$ cat src/rtl/sobel_magnitude_threshold_pkg.sv
// sobel_magnitude_threshold_pkg: shared pixel/magnitude widths, Sobel kernel weights and 8-bit saturation
package sobel_magnitude_threshold_pkg;
   localparam int PIX_W  = 8;
   localparam int SUM_W  = 10;
   localparam int MAG_W  = 11;
   localparam int K_EDGE = 1;
   localparam int K_MID  = 2;
   typedef logic [PIX_W-1:0] pix_t;
   typedef pix_t [0:2][0:2] win_t;
   function automatic logic [SUM_W-1:0] ksum(input pix_t a, input pix_t b, input pix_t c);
      return SUM_W'(K_EDGE) * SUM_W'(a) + SUM_W'(K_MID) * SUM_W'(b) + SUM_W'(K_EDGE) * SUM_W'(c);
   endfunction
   function automatic pix_t sat8(input logic [MAG_W-1:0] v);
      return (v > MAG_W'(255)) ? pix_t'(255) : v[PIX_W-1:0];
   endfunction
endpackage

$ cat src/rtl/sobel_magnitude_threshold_border_mux.sv
// sobel_border_mux: registered 3x3 window with border replication (rows first, then columns)
module sobel_border_mux
   import sobel_magnitude_threshold_pkg::*;
(
   input  logic clk,
   input  logic rst_n,
   input  win_t win_i,
   input  logic top_i,
   input  logic bottom_i,
   input  logic left_i,
   input  logic right_i,
   output win_t win_o
);
   win_t rows_sub, win_d, win_q;
   always_comb begin
      rows_sub    = win_i;
      rows_sub[0] = top_i ? win_i[1] : win_i[0];
      rows_sub[2] = bottom_i ? win_i[1] : win_i[2];
      win_d       = rows_sub;
      for (int r = 0; r < 3; r++) begin
         win_d[r][0] = left_i ? rows_sub[r][1] : rows_sub[r][0];
         win_d[r][2] = right_i ? rows_sub[r][1] : rows_sub[r][2];
      end
   end
   always_ff @(posedge clk or negedge rst_n)
      if (!rst_n) win_q <= '0;
      else win_q <= win_d;
   assign win_o = win_q;
endmodule

$ cat src/rtl/sobel_magnitude_threshold.sv
// sobel_magnitude_threshold: 4-stage Sobel |Gx|+|Gy| edge magnitude with saturated gray and per-frame threshold bit
module sobel_magnitude_threshold
   import sobel_magnitude_threshold_pkg::*;
#(
   parameter logic [1:0]       MAG_SHIFT = 2'd0,
   parameter logic [MAG_W-1:0] THR_RESET = 11'd128
) (
   input  logic             clk,
   input  logic             rst_n,
   input  logic             matrix_img_vsync,
   input  logic             matrix_img_href,
   input  logic             matrix_top_edge_flag,
   input  logic             matrix_bottom_edge_flag,
   input  logic             matrix_left_edge_flag,
   input  logic             matrix_right_edge_flag,
   input  logic [PIX_W-1:0] matrix_p11,
   input  logic [PIX_W-1:0] matrix_p12,
   input  logic [PIX_W-1:0] matrix_p13,
   input  logic [PIX_W-1:0] matrix_p21,
   input  logic [PIX_W-1:0] matrix_p22,
   input  logic [PIX_W-1:0] matrix_p23,
   input  logic [PIX_W-1:0] matrix_p31,
   input  logic [PIX_W-1:0] matrix_p32,
   input  logic [PIX_W-1:0] matrix_p33,
   input  logic [MAG_W-1:0] cfg_threshold,
   output logic             post_img_vsync,
   output logic             post_img_href,
   output logic [PIX_W-1:0] post_img_gray,
   output logic             post_img_bit
);
   win_t                    win_in, win_s1;
   logic [SUM_W-1:0]        r_d, l_d, b_d, t_d, r_q, l_q, b_q, t_q;
   logic signed [MAG_W-1:0] gx, gy;
   logic [MAG_W-1:0]        mag_d, mag_q, thr_use, thr_q, pend_q;
   logic [3:0]              href_q, vs_q;
   logic [PIX_W-1:0]        gray_d, gray_q;
   logic                    bit_d, bit_q;
   assign win_in = {matrix_p11, matrix_p12, matrix_p13,
                    matrix_p21, matrix_p22, matrix_p23,
                    matrix_p31, matrix_p32, matrix_p33};
   sobel_border_mux u_border_mux (
      .clk      (clk),
      .rst_n    (rst_n),
      .win_i    (win_in),
      .top_i    (matrix_top_edge_flag),
      .bottom_i (matrix_bottom_edge_flag),
      .left_i   (matrix_left_edge_flag),
      .right_i  (matrix_right_edge_flag),
      .win_o    (win_s1)
   );
   // a new frame's threshold is swapped in exactly when its first window reaches the compare stage
   always_comb begin
      r_d     = ksum(win_s1[0][2], win_s1[1][2], win_s1[2][2]);
      l_d     = ksum(win_s1[0][0], win_s1[1][0], win_s1[2][0]);
      b_d     = ksum(win_s1[2][0], win_s1[2][1], win_s1[2][2]);
      t_d     = ksum(win_s1[0][0], win_s1[0][1], win_s1[0][2]);
      gx      = $signed({1'b0, r_q}) - $signed({1'b0, l_q});
      gy      = $signed({1'b0, b_q}) - $signed({1'b0, t_q});
      mag_d   = (gx[MAG_W-1] ? MAG_W'(-gx) : MAG_W'(gx)) + (gy[MAG_W-1] ? MAG_W'(-gy) : MAG_W'(gy));
      thr_use = (vs_q[2] && !vs_q[3]) ? pend_q : thr_q;
      gray_d  = href_q[2] ? sat8(mag_q >> MAG_SHIFT) : '0;
      bit_d   = href_q[2] && (mag_q > thr_use);
   end
   always_ff @(posedge clk or negedge rst_n)
      if (!rst_n) begin
         {r_q, l_q, b_q, t_q} <= '0;
         mag_q                <= '0;
         gray_q               <= '0;
         bit_q                <= 1'b0;
         thr_q                <= THR_RESET;
         pend_q               <= THR_RESET;
         href_q               <= '0;
         vs_q                 <= '0;
      end else begin
         {r_q, l_q, b_q, t_q} <= {r_d, l_d, b_d, t_d};
         mag_q                <= mag_d;
         gray_q               <= gray_d;
         bit_q                <= bit_d;
         thr_q                <= thr_use;
         if (matrix_img_vsync && !vs_q[0]) pend_q <= cfg_threshold;
         href_q               <= {href_q[2:0], matrix_img_href};
         vs_q                 <= {vs_q[2:0], matrix_img_vsync};
      end
   assign post_img_vsync = vs_q[3];
   assign post_img_href  = href_q[3];
   assign post_img_gray  = gray_q;
   assign post_img_bit   = bit_q;
endmodule

$ cat config.mk
export PLATFORM = sky130hd
export DESIGN_NAME = sobel_magnitude_threshold
export DESIGN_NICKNAME = d
export VERILOG_FILES = /design/src/rtl/sobel_magnitude_threshold_pkg.sv /design/src/rtl/sobel_magnitude_threshold_border_mux.sv /design/src/rtl/sobel_magnitude_threshold.sv
export SDC_FILE = /design/constraint.sdc
export NUM_CORES = 1
export LEC_CHECK = 0
export ABC_AREA = 1
export CORE_MARGIN = 3
export CORE_UTILIZATION = 35
export CTS_CLUSTER_SIZE = 28
export DETAILED_ROUTE_END_ITERATION = 10
export HOLD_SLACK_MARGIN = 0.05
export PLACE_DENSITY = 0.57
export SYNTH_ARGS = -nofsm -noshare
export SYNTH_HDL_FRONTEND = slang
export SYNTH_HIERARCHICAL = 1
export SYNTH_SLANG_ARGS = --single-unit
$ cat constraint.sdc
create_clock -name clk -period 3.6 [get_ports clk]
set_input_delay 0.9 -clock clk [delete_from_list [all_inputs] [get_ports clk]]
set_output_delay 0.9 -clock clk [all_outputs]
set_load 0.005 [all_outputs]
==> metrics.txt, run 1 <==
# TYPE chip_impl_metric gauge
chip_impl_info{name="status",value="completed"} 1
chip_impl_info{name="cts_tree",value="yes"} 1
chip_impl_metric{name="die-area",unit="sq mm"} 0.0310
chip_impl_metric{name="setup_ws",unit="ps"} 342
chip_impl_metric{name="cp_data_required_time",unit="ps"} 3910
chip_impl_metric{name="grt_first_pass_wirelength",unit="um"} 36600
chip_impl_metric{name="cts_buffer_depth",unit=""} 2
chip_impl_metric{name="hold_fails_final_rpt",unit=""} 0
chip_impl_metric{name="num_rows",unit=""} 61
chip_impl_metric{name="core-area",unit="sq mm"} 0.0282
chip_impl_metric{name="dieWidth",unit="um"} 176
chip_impl_metric{name="worst_ep_arrival_time",unit="ps"} 3570
chip_impl_metric{name="post_drt_wl_per_cell",unit="um"} 12.6
chip_impl_info{name="critical_path_class",value="flop to flop"} 1
chip_impl_metric{name="pin_count",unit=""} 102
chip_impl_metric{name="synthCells",unit=""} 1219
chip_impl_metric{name="cts_hold_repair_buffers",unit=""} 0
chip_impl_metric{name="worst_slew_pin_slew",unit="ps"} 770
chip_impl_info{name="setup.worst_path.end_class",value="flop"} 1
chip_impl_metric{name="placer_congestion_estimate",unit=""} 0.839
chip_impl_metric{name="place.port_buffers",unit=""} 101
chip_impl_metric{name="largest_net_degree_at_the_start_of_global_routing",unit=""} 78
chip_impl_metric{name="path_clk_slew",unit="ps"} 70
chip_impl_metric{name="vias_per_cell",unit=""} 4.42
chip_impl_info{name="min_path_type",value="flop to flop"} 1
chip_impl_metric{name="drt_iter0_drc",unit=""} 329
chip_impl_metric{name="power_density",unit="mW/mm^2"} 1050
chip_impl_metric{name="n_antenna_cell",unit=""} 0
chip_impl_metric{name="timing.max_cap.violations",unit=""} 0
chip_impl_metric{name="shortest_period_the_worst_path_allows",unit="ps"} 3260
chip_impl_metric{name="dr_total_vias",unit=""} 7578
chip_impl_metric{name="floorplan.initialDensity",unit="%"} 35.9
chip_impl_metric{name="final_layout_size_suffix_gt1_share",unit="%"} 8.60
chip_impl_metric{name="synthToLayoutAreaGrowth",unit="%"} 19.5
chip_impl_metric{name="vias_in_the_first_global_route",unit=""} 7617
chip_impl_metric{name="first_pass_iters",unit=""} 4
chip_impl_metric{name="fill_cells",unit=""} 2806
chip_impl_metric{name="final_count_of_negative_setup_slack_endpoints",unit=""} 0
chip_impl_metric{name="syn_nets",unit=""} 1424
chip_impl_metric{name="timing.slew.headroom",unit="%"} 48.5
chip_impl_metric{name="drc",unit=""} 0
chip_impl_info{name="cp-start-kind",value="flop"} 1
chip_impl_metric{name="grt_antenna_before_repair",unit=""} 0
chip_impl_metric{name="vdd.ir_drop.worst",unit="mV"} 1.18
chip_impl_metric{name="period_share",unit="%"} 90.5
chip_impl_metric{name="cts.repair_timing.setup_buffer_count",unit=""} 0
chip_impl_metric{name="all_layer_global_routing_usage",unit="%"} 14.6
chip_impl_metric{name="fmaxAchievable",unit="GHz"} 0.307
chip_impl_metric{name="worstPathMaxFanout",unit=""} 4
chip_impl_metric{name="cts-buffers-inserted",unit=""} 17
chip_impl_metric{name="worst_clock_skew",unit="ps"} 17.4
chip_impl_metric{name="finish.net_count",unit=""} 1529
chip_impl_metric{name="clock_sink_count",unit=""} 154
chip_impl_metric{name="yosysWarnings",unit=""} 6
chip_impl_metric{name="routed_wirelength",unit="um"} 21600
chip_impl_metric{name="antenna_left",unit=""} 0
chip_impl_info{name="ctsRootBufferMaster",value="clkbuf_16"} 1
chip_impl_metric{name="grt.overflow.total",unit=""} 0
chip_impl_metric{name="final_core_utilization",unit="%"} 43.0
chip_impl_metric{name="slew_viol_final",unit=""} 0
chip_impl_metric{name="die_y",unit="um"} 176
chip_impl_metric{name="place_ws",unit="ps"} 249
chip_impl_metric{name="cts_htree_levels",unit=""} 4
chip_impl_metric{name="syn_area_per_cell",unit="sq um"} 8.30
chip_impl_metric{name="mappedNetlistArea",unit="sq mm"} 0.0101
chip_impl_metric{name="insertion_delay",unit="ps"} 430
chip_impl_metric{name="cellLeakagePower",unit="nW"} 6.31
chip_impl_metric{name="place_hpwl",unit="um"} 17400
==> worst paths after layout <==
kind                                                to  slack [ps]  depth (start not counted)     from
max in group asynchronous        u_border_mux/win_o[4]        2270                          2    rst_n
min in group asynchronous       u_border_mux/win_o[40]         510                          1    rst_n
worst min-delay path                           vs_q[2]         340                          0  vs_q[1]
worst min register to register                 vs_q[2]         340                          0  vs_q[1]
worst max-delay path                         mag_q[10]         340                         19   r_q[0]
worst max register to register               mag_q[10]         340                         19   r_q[0]
==> where the power goes <==
part / internal [mW] / total, mW / switching, mW
clock: 0.980 / 1.76 / 0.780
sequential: 2.26 / 2.44 / 0.182
combinational: 3.34 / 8.46 / 5.12
==> critical path, cell delays in order (launching register included) <==
cell,delay [ps]
dfrtp_1,320
inv_1,40
ha_1,190
inv_2,90
fa_2,440
inv_1,90
nand4_1,140
a21oi_2,150
nand3_1,100
o21ai_2,160
xor2_1,170
inv_1,80
ha_1,350
a21o_1,190
a221oi_1,250
nand3_1,140
inv_1,70
nand3_1,70
nand2_1,60
inv_1,30
==> area by class of cell <==
cell class,instances,area [sq um],area share (%)
Timing Repair Buffer,108,1080,8.90
Inverter,242,923,7.63
Multi-Input combinational cell,801,5190,42.9
Clock inverter,14,148,1.22
Tap cell,378,473,3.91
Clock buffer,18,429,3.55
Sequential cell,154,3860,31.9
==> stage by stage <==
| step | cells | hold slack [ps] | total power [mW] | instance area (sq um) | TNS, ps |
|---|---|---|---|---|---|
| after floorplan | 1219 | 331 | 8.91 | 10100 | 0 |
| after global placement | 1683 | 335 | 10.6 | 11500 | 0 |
| after detailed placement | 1683 | 336 | 10.7 | 11500 | 0 |
| after CTS | 1715 | 347 | 12.5 | 12100 | 0 |
| after global routing | 1715 | 364 | 14.0 | 12100 | -10.7 |
| final | 1715 | 344 | 12.7 | 12100 | 0 |
==> cells in the final DEF, fill, tap and decap left out, types with 3 or more instances in the layout <==
cell type        instances
inv_6                    6
a21oi_1                 42
nand4_1                 12
clkdlybuf4s50_1        100
nor2_2                   7
nand3_2                  4
fa_1                    34
buf_4                    6
clkinvlp_4               3
a21o_1                   3
dfrtp_1                152
nand3_1                106
nand3b_1                 6
mux2_2                  12
inv_1                  232
nand2_2                 25
inv_8                    5
xnor2_1                 12
ha_1                    78
nand2_4                  8
nand2_1                294
and2_1                  16
xor2_1                  33
inv_2                    8
nor3_1                   3
o21ai_0                 50
clkbuf_16               17
nor2_1                  40
==> what timing repair did <==
action	CTS	global route
endpoints found under the setup margin	0	1
endpoints found under the hold margin	0	0
resized for setup	0	8
==> layer usage <==
metal / global-route usage, % / part of all wire (%) / routed length [um] / vias to the layer above
li1: - / - / - / 3989
met1: 18.8 / 47 / 10100 / 3396
met2: 25.1 / 48 / 10300 / 167
met3: 2.30 / 3.7 / 801 / 26
met4: 4.98 / 1.8 / 384 / 0
met5: 0 / 0 / 0 / -
==> state kept, by name, summed over array words and instances, names as in the netlist <==
register and count:
u_border_mux/win_o 64, mag_q 11, pend_q 11, thr_q 11, b_q 10, l_q 10
r_q 10, t_q 10, post_img_gray 8, href_q 4, vs_q 4, post_img_bit 1
No activity file was read; power rests on OpenSTA's default activity.
==> run 2: changes to the inputs <==
Clock period 3.6 ns to 4.2 ns, I/O delays scaled along.
==> metrics.txt, run 2 (synthesized netlist as in run 1, its figures left out) <==
# TYPE chip_impl_metric gauge
chip_impl_metric{name="vdd.ir_drop.worst",unit="mV"} 0.806
chip_impl_metric{name="timing.max_cap.violations",unit=""} 0
chip_impl_metric{name="setup_ws",unit="ps"} 895
chip_impl_metric{name="cts-buffers-inserted",unit=""} 17
chip_impl_metric{name="vias_in_the_first_global_route",unit=""} 7666
chip_impl_metric{name="detailed_place.area",unit="sq mm"} 0.0115
chip_impl_metric{name="finish.net_count",unit=""} 1529
chip_impl_metric{name="drt_iter0_drc",unit=""} 322
chip_impl_metric{name="place_hpwl",unit="um"} 17600
chip_impl_metric{name="worst_slew_pin_slew",unit="ps"} 972
chip_impl_metric{name="pin_count",unit=""} 102
chip_impl_info{name="rsz_0062_raised_after_global_routing",value="no"} 1
chip_impl_metric{name="first_pass_iters",unit=""} 5
chip_impl_metric{name="insertion_delay",unit="ps"} 430
chip_impl_metric{name="place.port_buffers",unit=""} 101
chip_impl_metric{name="cts_buffer_depth",unit=""} 2
chip_impl_metric{name="all_layer_global_routing_usage",unit="%"} 14.6
chip_impl_metric{name="final_layout_size_suffix_gt1_share",unit="%"} 8.08
chip_impl_metric{name="cts.repair_timing.setup_buffer_count",unit=""} 0
chip_impl_metric{name="core-area",unit="sq mm"} 0.0282
chip_impl_metric{name="groute.layer.met3.usage",unit="%"} 2.56
chip_impl_metric{name="shortest_period_the_worst_path_allows",unit="ps"} 3310
chip_impl_metric{name="tns",unit="ps"} 0
chip_impl_metric{name="num_rows",unit=""} 61
chip_impl_metric{name="post_drt_wl_per_cell",unit="um"} 12.7
chip_impl_info{name="grt-busiest-layer",value="met2"} 1
chip_impl_info{name="cp-start-kind",value="flop"} 1
chip_impl_metric{name="dieWidth",unit="um"} 176
chip_impl_metric{name="final_count_of_negative_setup_slack_endpoints",unit=""} 0
chip_impl_metric{name="worst_ep_arrival_time",unit="ps"} 3630
chip_impl_metric{name="largest_net_degree_at_the_start_of_global_routing",unit=""} 85
chip_impl_metric{name="cellLeakagePower",unit="nW"} 6.31
chip_impl_metric{name="clock_sink_count",unit=""} 154
chip_impl_metric{name="global_route.usage.met2",unit="%"} 25.4
chip_impl_metric{name="placer_congestion_estimate",unit=""} 0.816
chip_impl_metric{name="hold_fails_final_rpt",unit=""} 0
chip_impl_metric{name="fmaxAchievable",unit="GHz"} 0.303
chip_impl_metric{name="stdcell_area",unit="sq mm"} 0.0120
chip_impl_info{name="critical_path_class",value="flop to flop"} 1
chip_impl_metric{name="floorplan.initialDensity",unit="%"} 35.9
chip_impl_metric{name="path_clk_slew",unit="ps"} 60
chip_impl_metric{name="period_share",unit="%"} 78.7
chip_impl_metric{name="grt_first_pass_wirelength",unit="um"} 36600
chip_impl_metric{name="fin_hold_ws",unit="ps"} 358
chip_impl_info{name="setup.worst_path.end_class",value="flop"} 1
chip_impl_metric{name="final_core_utilization",unit="%"} 42.8
chip_impl_metric{name="fill_cells",unit=""} 2815
chip_impl_metric{name="worst_clock_skew",unit="ps"} 18.8
chip_impl_metric{name="die_y",unit="um"} 176
chip_impl_metric{name="vias_per_cell",unit=""} 4.43
chip_impl_info{name="mostFrequentLayoutCell",value="nand2_1"} 1
chip_impl_metric{name="drc",unit=""} 0
chip_impl_metric{name="slew_viol_final",unit=""} 0
chip_impl_metric{name="cts_hold_repair_buffers",unit=""} 0
chip_impl_metric{name="die-area",unit="sq mm"} 0.0310
chip_impl_metric{name="place_ws",unit="ps"} 850
chip_impl_metric{name="post_cts_resized",unit=""} 0
chip_impl_metric{name="largest_reg_flops",unit=""} 64
chip_impl_metric{name="number_of_placed_instances_taps_included",unit=""} 1683
chip_impl_info{name="status",value="completed"} 1
chip_impl_metric{name="synthToLayoutAreaGrowth",unit="%"} 19.0
chip_impl_metric{name="worstPathMaxFanout",unit=""} 4
chip_impl_info{name="mostFrequentLayoutCells",value="nand2_1 (294), inv_1 (233), dfrtp_1 (152)"} 1
chip_impl_metric{name="antenna_left",unit=""} 0
chip_impl_metric{name="met1_usage",unit="%"} 18.6
chip_impl_metric{name="timing.slew.headroom",unit="%"} 35.0
chip_impl_metric{name="post-layout-total-power",unit="mW"} 10.6
chip_impl_metric{name="n_antenna_cell",unit=""} 0
chip_impl_info{name="min_path_type",value="flop to flop"} 1
chip_impl_metric{name="cts_htree_levels",unit=""} 4
chip_impl_metric{name="grt_antenna_before_repair",unit=""} 0
chip_impl_metric{name="routed_wirelength",unit="um"} 21700
chip_impl_info{name="ctsRootBufferMaster",value="clkbuf_16"} 1
chip_impl_metric{name="grt.overflow.total",unit=""} 0
chip_impl_metric{name="cp_data_required_time",unit="ps"} 4530
chip_impl_info{name="cts_tree",value="yes"} 1
chip_impl_metric{name="dr_total_vias",unit=""} 7593
chip_impl_metric{name="layout.cells.non_filler",unit=""} 1715
chip_impl_metric{name="power_density",unit="mW/mm^2"} 884
## run 2: per-layer routing
layer	wire (um)	part of all wire [%]
met1	10100	47
met2	10500	48
met3	814	3.8
met4	318	1.5
met5	0	0
## run 2: final cells by class
cell class | count | area (sq um) | share of cell area [%]
clock buffer | 18 | 439 | 3.65
clock inverter | 14 | 131 | 1.09
inverter | 242 | 923 | 7.67
multi-input combinational | 801 | 5150 | 42.8
sequential | 154 | 3860 | 32.0
tap | 378 | 473 | 3.93
timing repair buffer | 108 | 1060 | 8.84
## run 2: final timing paths
path,cells after the start,slack [ps],endpoint,from
worst max-delay path,22,890,mag_q[10],r_q[0]
worst min-delay path,0,360,vs_q[2],vs_q[1]
worst max register to register,22,890,mag_q[10],r_q[0]
worst min register to register,0,360,vs_q[2],vs_q[1]
max in group asynchronous,2,2760,thr_q[7],rst_n
min in group asynchronous,1,640,post_img_gray[2],rst_n
## run 2: critical path: stages, from the launching register on
cell,delay (ps)
dfrtp_1,320
inv_1,50
ha_1,180
inv_1,130
fa_1,450
inv_1,90
ha_1,140
inv_1,50
nor2_1,160
nand3_2,90
nor2_2,100
nand3_1,100
nand2_1,90
xor2_1,190
ha_1,310
nand2_1,110
inv_1,40
a221oi_1,250
nand3_1,130
inv_1,70
nand3_1,70
nand2_1,60
inv_1,30
## run 2: power by group
part / switching [mW] / internal, mW
Combinational: 4.29 / 2.77
Clock: 0.688 / 0.797
Sequential: 0.162 / 1.94
==> run 3: changes to the inputs <==
Settings changed: PLACE_DENSITY 0.57 to 0.59.
Clock period 4.2 ns to 2.7 ns, I/O delays scaled along.
==> metrics.txt, run 3 (synthesized netlist as in run 1, its figures left out) <==
# TYPE chip_impl_metric gauge
chip_impl_metric{name="tns",unit="ps"} -1580
chip_impl_info{name="mostFrequentLayoutCells",value="nand2_1 (276), inv_1 (222), dfrtp_1 (152)"} 1
chip_impl_metric{name="worst_slew_pin_slew",unit="ps"} 499
chip_impl_info{name="rsz_0062_raised_after_global_routing",value="yes"} 1
chip_impl_info{name="cts_tree",value="yes"} 1
chip_impl_metric{name="cts_htree_levels",unit=""} 4
chip_impl_metric{name="cts_buffer_depth",unit=""} 2
chip_impl_metric{name="place.port_buffers",unit=""} 101
chip_impl_info{name="setup.worst_path.end_class",value="flop"} 1
chip_impl_metric{name="worst_clock_skew",unit="ps"} 13.2
chip_impl_info{name="min_path_type",value="input pin to async pin"} 1
chip_impl_metric{name="drt_iter0_drc",unit=""} 361
chip_impl_metric{name="grt_antenna_before_repair",unit=""} 0
chip_impl_metric{name="period_share",unit="%"} 116
chip_impl_metric{name="insertion_delay",unit="ps"} 430
chip_impl_metric{name="fmaxAchievable",unit="GHz"} 0.318
chip_impl_metric{name="slowest_delay",unit="ps"} 450
chip_impl_metric{name="die_y",unit="um"} 176
chip_impl_metric{name="worstPathMaxFanout",unit=""} 2
chip_impl_info{name="status",value="finished with violations"} 1
chip_impl_metric{name="pin_count",unit=""} 102
chip_impl_metric{name="largest_net_degree_at_the_start_of_global_routing",unit=""} 56
chip_impl_metric{name="hold_fails_final_rpt",unit=""} 0
chip_impl_metric{name="path_clk_slew",unit="ps"} 70
chip_impl_metric{name="final_core_utilization",unit="%"} 48.4
chip_impl_metric{name="clock_sink_count",unit=""} 154
chip_impl_info{name="slowest_library_cell_on_the_worst_path",value="fa_2"} 1
chip_impl_metric{name="worst_ep_arrival_time",unit="ps"} 3470
chip_impl_metric{name="dr_total_vias",unit=""} 8062
chip_impl_metric{name="timing.max_cap.violations",unit=""} 0
chip_impl_metric{name="first_pass_iters",unit=""} 4
chip_impl_metric{name="num_rows",unit=""} 61
chip_impl_metric{name="routed_wirelength",unit="um"} 22900
chip_impl_info{name="ctsRootBufferMaster",value="clkbuf_16"} 1
chip_impl_metric{name="timing.slew.headroom",unit="%"} 66.6
chip_impl_metric{name="slew_viol_final",unit=""} 0
chip_impl_info{name="cp-start-kind",value="flop"} 1
chip_impl_metric{name="synthToLayoutAreaGrowth",unit="%"} 34.6
chip_impl_metric{name="dieWidth",unit="um"} 176
chip_impl_metric{name="fill_cells",unit=""} 2631
chip_impl_metric{name="grt_first_pass_wirelength",unit="um"} 37400
chip_impl_metric{name="floorplan.initialDensity",unit="%"} 35.9
chip_impl_metric{name="largest_reg_flops",unit=""} 64
chip_impl_metric{name="cts-buffers-inserted",unit=""} 17
chip_impl_metric{name="placer_congestion_estimate",unit=""} 0.829
chip_impl_metric{name="critical_path.n_buffers_inverters",unit=""} 13
chip_impl_info{name="violated_checks",value="negative setup slack"} 1
chip_impl_metric{name="finish.net_count",unit=""} 1647
chip_impl_metric{name="grt.overflow.total",unit=""} 0
chip_impl_metric{name="post_drt_wl_per_cell",unit="um"} 12.5
chip_impl_metric{name="vias_per_cell",unit=""} 4.40
chip_impl_info{name="critical_path_class",value="flop to flop"} 1
chip_impl_info{name="path_common_cell",value="buf_4"} 1
chip_impl_metric{name="final_count_of_negative_setup_slack_endpoints",unit=""} 7
chip_impl_metric{name="final_layout_size_suffix_gt1_share",unit="%"} 22.3
chip_impl_info{name="timing.critical_path.max_delay_family",value="buffers and inverters"} 1
chip_impl_metric{name="vias_in_the_first_global_route",unit=""} 8146
chip_impl_metric{name="setup_ws",unit="ps"} -443
chip_impl_metric{name="n_antenna_cell",unit=""} 0
chip_impl_metric{name="antenna_left",unit=""} 0
chip_impl_metric{name="core-area",unit="sq mm"} 0.0282
chip_impl_metric{name="drc",unit=""} 0
chip_impl_metric{name="die-area",unit="sq mm"} 0.0310
chip_impl_metric{name="place_hpwl",unit="um"} 17900
chip_impl_metric{name="cp_data_required_time",unit="ps"} 3030
chip_impl_metric{name="shortest_period_the_worst_path_allows",unit="ps"} 3140
chip_impl_metric{name="all_layer_global_routing_usage",unit="%"} 14.8
chip_impl_info{name="mostFrequentLayoutCell",value="nand2_1"} 1
[run 3: changes by cell type in the layout (fill, tap and decap cells not counted), moves of 8 or more]
cell	previous run	this run
a21oi_1	43	28
nand2_1	294	276
ha_1	79	60
ha_4	0	15
inv_1	233	222
buf_4	7	116
nor2_1	42	34
a21oi_2	1	12
nand2_2	25	38
inv_2	7	16
nor2_4	1	11
[run 3: timing repair]
action                     CTS  global route
cloned                       0             0
pin swaps                   31            43
setup buffers               12            11
gates resized for setup     43            80
hold buffers                 0             0
setup endpoints to repair    9            12
[run 3: layer usage]
| metal | global-route usage (%) | wire [um] |
|---|---|---|
| met1 | 18.4 | 10300 |
| met2 | 26.1 | 11400 |
| met3 | 2.39 | 757 |
| met4 | 5.15 | 465 |
| met5 | 0 | 0 |
[run 3: worst paths after layout]
check                                         endpoint  cells after the start  slack [ps]  startpoint
worst max-delay path                         mag_q[10]                     25        -440      b_q[0]
worst min-delay path                            b_q[2]                      1         200       rst_n
worst max register to register               mag_q[10]                     25        -440      b_q[0]
worst min register to register               href_q[1]                      0         350   href_q[0]
max in group asynchronous       u_border_mux/win_o[22]                      2        1850       rst_n
min in group clk                             href_q[1]                      0         350   href_q[0]
[run 3: per-stage QoR]
stage	area [sq um]	cells	hold WS (ps)	setup WS (ps)
2_1_floorplan	10200	1219	331	-211
3_3_place_gp	12300	1781	333	-338
3_5_place_dp	12300	1781	336	-449
4_1_cts	13200	1825	211	-375
5_1_grt	13600	1833	234	-626
6_report	13600	1833	202	-443
[run 3: layout make-up]
| class | instances | area (sq um) | area share [%] |
|---|---|---|---|
| inverter | 242 | 931 | 6.83 |
| clock buffer | 18 | 429 | 3.15 |
| tap | 378 | 473 | 3.47 |
| timing repair buffer | 226 | 2000 | 14.7 |
| sequential | 154 | 3860 | 28.3 |
| clock inverter | 14 | 153 | 1.12 |
| multi-input combinational | 801 | 5780 | 42.4 |
Power of run 3 is not shown: default switching activity piles up to over one toggle a cycle in this logic, so the estimate is an artifact.
